`config.mk`:
```
export PLATFORM = sky130hd
export DESIGN_NAME = alu
export DESIGN_NICKNAME = d
export VERILOG_FILES = /design/src/rtl/alu.sv
export SDC_FILE = /design/constraint.sdc
export NUM_CORES = 1
export LEC_CHECK = 0
export BUFFER_PORTS_ARGS = -buffer_cell sky130_fd_sc_hd__clkbuf_2
export CORE_MARGIN = 4
export CORE_UTILIZATION = 60
export CTS_CLUSTER_DIAMETER = 80
export DETAILED_ROUTE_END_ITERATION = 8
export PLACE_DENSITY = 0.92
export SYNTH_ARGS = -nofsm -noshare
export SYNTH_HDL_FRONTEND = slang
export SYNTH_SLANG_ARGS = --single-unit
```
`constraint.sdc`:
```
create_clock -name Clk -period 5.97 [get_ports Clk]
set_clock_uncertainty 0.15 [all_clocks]
set_input_delay 1.194 -clock Clk [delete_from_list [all_inputs] [get_ports Clk]]
set_output_delay 1.194 -clock Clk [all_outputs]
set_load 0.02 [all_outputs]
```
`src/rtl/alu.sv`:
```
// 8-bit accumulator ALU for the processor datapath.
// One accumulator register (AC) is updated on every rising edge of Clk.
// The update is chosen by priority: reset, then bus load, then increment,
// then the alu_op operation on AC and the bus value.
// AC drives dout directly from the register, so no input reaches dout
// combinationally.
module alu #(
  parameter int WIDTH = 8
) (
  input  logic             Clk,
  input  logic             RST,
  input  logic [WIDTH-1:0] BusOut,
  input  logic             Wen,
  input  logic             INC,
  input  logic [2:0]       alu_op,
  output logic [WIDTH-1:0] dout
);

  // alu_op encoding
  localparam logic [2:0] OP_NOP  = 3'b000;
  localparam logic [2:0] OP_ADD  = 3'b001;
  localparam logic [2:0] OP_SUB  = 3'b010;
  localparam logic [2:0] OP_AND  = 3'b011;
  localparam logic [2:0] OP_OR   = 3'b100;
  localparam logic [2:0] OP_XOR  = 3'b101;
  localparam logic [2:0] OP_NOT  = 3'b110;
  localparam logic [2:0] OP_PASS = 3'b111;

  logic [WIDTH-1:0] ac_q;
  logic [WIDTH-1:0] ac_d;
  logic [WIDTH-1:0] op_result;

  // Result of the selected operation. Sums and differences are
  // truncated to WIDTH bits, so carry and borrow are discarded.
  always_comb begin
    op_result = ac_q;
    unique case (alu_op)
      OP_NOP:  op_result = ac_q;
      OP_ADD:  op_result = ac_q + BusOut;
      OP_SUB:  op_result = ac_q - BusOut;
      OP_AND:  op_result = ac_q & BusOut;
      OP_OR:   op_result = ac_q | BusOut;
      OP_XOR:  op_result = ac_q ^ BusOut;
      OP_NOT:  op_result = ~ac_q;
      OP_PASS: op_result = BusOut;
      default: op_result = ac_q;
    endcase
  end

  // Next AC value. Wen has priority over INC, and INC has priority over alu_op.
  // Reset is applied in the register itself.
  always_comb begin
    ac_d = op_result;
    if (Wen) begin
      ac_d = BusOut;
    end else if (INC) begin
      ac_d = ac_q + WIDTH'(1);
    end
  end

  // Accumulator register with a synchronous, active-high clear.
  always_ff @(posedge Clk) begin
    if (RST) begin
      ac_q <= '0;
    end else begin
      ac_q <= ac_d;
    end
  end

  assign dout = ac_q;

endmodule

```
==> results <==
- For this design, the sink count on the clock tree is 8.
- The worst setup path is of the input pin to flip-flop kind.
- Static timing analysis puts the maximum clock frequency at around 270 MHz.
- The synthesized area divided by synthesized cell count is slightly below 8 µm².
- The slack of the worst reg-to-reg path is between 3 and 4 ns.
- Dividing total power by cell area gives a power density of ~150 mW/mm².
- The top cell type's share of synthesized area is about a fifth.
- The number of clock buffers inserted by TritonCTS is 3.
- In this run the remaining antenna-violating nets after routing total 0.
- The final number of max-transition violations came to 0.
- VDD sags by at most 0.000155 V.
- The worst-case hold path end point is dout[0].
- The number of hold buffers added after CTS is 0.
- The antenna diode count is 0.
- Counting flops with a built-in enable in the synthesized netlist gives 0.
- The flow ran to the end, and the final reports show no timing, DRC or antenna violations.
- The number of top-level pins is 23.
- The number of buffers on the longest clock path is 2.
- The total setup buffers inserted after CTS is 0.
- The number of port buffers is 22.
- In the final layout, flip-flops and latches occupy ~160 µm².
- The largest net degree at the start of global routing is 27.
- The time the final worst path needs with I/O delays and setup is 3.75 ns.
- Dividing the detail-routed wire length by the instance count gives ~17 µm.
- For this run, asynchronously set or reset flops after synthesis account for 0%.
- The worst register-to-register path begins at dout[0].
- The layout filler cell count is ~220.
- The endpoint class of the critical path is a flip-flop.
- CTS built an H-tree with a depth of 1.
- Before antenna repair, the detailed router went through 5 iterations.
- The global-route wire length before repair is a little over 7 mm.
- The synthesized net count is 251.
- The via count is ~1700.
- The layout net count is about 270.
- Global routing used 26.3% of the available tracks across all layers.
- The analysis attributes to cell leakage a power of between 0.7 and 0.8 nW.
- Detailed routing placed a total of roughly 460 µm of wire on met3.
- TritonCTS built the clock tree.
- The end of the worst register-to-register path is dout[6].
- The number of endpoints failing setup at the final stage is 0.
- Among all flip-flop cells after synthesis, the most frequent one is dfxtp_1.
- Clock tree synthesis selected as its root buffer the cell clkbuf_4.
- Sorting the synthesized cells by area gives the leading types as ha_1 (19%), dfxtp_1 (9.8%), xnor2_1 (7.5%), inv_1 (5.3%), a21oi_1 (5.2%).
- The die is between 60 and 70 µm wide.
- For the pin with the worst max-slew slack, the measured transition is 0.630 ns.
- Dividing the detail-routed via count by the number of cells gives 6.52.
- The hold violation count in the final report was 0.
- The layout-stage area growth over the synthesis result is 5.67%.
- In this run the worst hold path is classified as flip-flop to flip-flop.
- Summing every instance area after synthesis gives 0.00163 mm².
- Detailed placement ended at an HPWL of ~3.4 mm.
- The accumulated negative setup slack is 0 ns.
- The number of DRC violations after detailed routing is 0.
- Row generation in the floorplan step produced 18 rows.
- The initial standard-cell utilization of the core is between 60% and 70%.
- Prior to clock tree synthesis, the placed netlist has a worst setup slack of 2.01 ns.
- The top routing layer in use is met4.
- The area of the multi-input gates is 0.00131 mm².
- The post-cts resize count is 0.
- STA classifies the critical path startpoint as an input pin.
- The starting DRC count in detailed routing is about 140.
- Data arrives at the worst endpoint at approximately 3.8 ns.
- Setup repair after global routing left no endpoint under its margin.
- After synthesis, flip-flops and latches occupy 9.81% of the total area.
- For this run, the share of the core covered by cells in the final layout is slightly below 70%.
- Of all cell types, the one taking the most synthesized area is ha_1.
- The die is between 60 and 70 µm tall.
- In the post-route analysis, the smallest setup slack over all paths is 2.22 ns.
- The number of global-route vias before repair is 1456.
- The worst hold path begins at dout[0].
- After floorplanning, the core was sized to cover ~0.0025 mm².
- The synthesized design contains 8 register bits.
- The number of cells produced by synthesis is 210.
- The proportion of layout cells with a drive suffix above 1 is approximately 14%.
- The required time at the worst-slack endpoint is around 6.0 ns.
- The routed wire length is 4.39 mm.
- After clock tree synthesis, the clock-pin slew on the worst setup and hold paths is 0.06 ns.
- The tool flagged a number of max-cap violations equal to 0.
- The remaining global-route overflow is 0.
- After synthesis, the netlist uses roughly 50 different library cells.
- The clock insertion delay at the later pin of the skew report is 0.25 ns.
- The flip-flop count of the largest register after layout is 8.
- The die covers ~0.0036 mm².
- The worst path uses 62.9% of the clock period.
- Detailed routing placed a total of roughly 1.9 mm of wire on met2.
- The number of cells on the worst reg-to-reg path is 10.
- Along the worst path, the maximum fanout reaches 26.
- Along the worst hold path, the cell count comes to 1.
- In this run the tightest slew margin relative to its limit is 57.6%.
- The number of antenna violations at the first check in global routing is 0.
- The routed length on met1 is 1.98 mm.
- For this run, the number of Yosys warnings is 0.
- The congestion estimate from routability-driven global placement came to approximately 0.95.
critical path: stages:
cell and delay, ns:
clkbuf_2 0.32, nor3_4 0.41, mux2i_1 0.34, ha_1 0.28, nor2b_1 0.13, o21ai_0 0.23
o21ai_1 0.13, and3_1 0.20, o41ai_1 0.35, a32o_1 0.21
area by class of cell:
class,instances,area share (%)
Multi-Input combinational cell,167,75.6
Sequential cell,8,9.28
Timing Repair Buffer,22,6.38
Inverter,24,5.22
Tap cell,30,2.18
Clock buffer,3,1.31
power by group:
group,switching (mW),internal (mW),total (mW)
logic,0.0841,0.0632,0.147
clock network,0.0184,0.0230,0.0414
registers,0.0126,0.0586,0.0711
total,0.115,0.145,0.260
cells in the mapped netlist (2+ instances only):
cell	n
ha_1	25
inv_1	23
a21oi_1	17
xnor2_1	14
nor2_1	13
nand2_1	12
o21ai_0	11
dfxtp_1	8
a31oi_1	6
a211oi_1	5
nand3_1	5
a221oi_1	4
and3_1	4
buf_6	4
clkbuf_1	4
a21o_1	3
a22oi_1	3
mux4_1	3
nor3_1	3
o21ai_1	3
a311o_1	2
a32o_1	2
buf_2	2
mux2i_1	2
nand2b_1	2
nand4_1	2
nor4_1	2
o22ai_1	2
o41ai_1	2
cell families after synthesis:
kind of cell | synth area share [%]
AO/OA/AOI/OAI | 29.7
XOR/XNOR | 8.05
AND/OR/NAND/NOR | 15.8
multiplexers | 6.05
flip-flops | 9.81
buffers and inverters | 10.3
adder cells (fa/ha/maj) | 20.4
cell usage in the layout, fill, tap and decap left out, types with 3 or more instances in the layout:
master    netlist  layout
clkbuf_2        0      22
ha_1           25      25
clkbuf_4        0       3
a31oi_1         6       6
a21oi_1        17      17
nor3_1          3       3
nand3_1         5       5
xnor2_1        14      14
a221oi_1        4       4
a211oi_1        5       5
nand2_1        12      12
o21ai_1         3       3
dfxtp_1         8       8
a21o_1          3       3
inv_1          23      23
and3_1          4       4
mux4_1          3       3
a22oi_1         3       3
o21ai_0        11      11
nor2_1         13      13
how the worst max path moves through the flow:
| stage | start | to | slack (ns) | depth (start not counted) |
|---|---|---|---|---|
| floorplan | alu_op[1] | dout[6] | 2.48 | 11 |
| global placement | alu_op[2] | dout[5] | 2.07 | 10 |
| detailed placement | alu_op[2] | dout[5] | 2.01 | 10 |
| CTS | alu_op[2] | dout[5] | 2.25 | 10 |
| global route | alu_op[2] | dout[5] | 1.96 | 10 |
| finish | alu_op[2] | dout[5] | 2.22 | 10 |
through the flow:
| stage | total power, mW | area (µm²) | instances | hold slack (ns) |
|---|---|---|---|---|
| after global routing | 0.282 | 1730 | 254 | 0.507 |
| after detailed placement | 0.216 | 1700 | 251 | 0.441 |
| after CTS | 0.258 | 1730 | 254 | 0.459 |
| after floorplan | 0.181 | 1630 | 210 | 0.517 |
| final | 0.260 | 1730 | 254 | 0.458 |
| after global placement | 0.213 | 1700 | 251 | 0.446 |
routing by layer:
metal  vias up  global-route usage, %
met1       753                   38.8
met2        90                   39.5
met4         0                   5.70
met3         8                   4.32
li1        806                      -
met5         -                      0
Power figures use the tool's default switching activity.
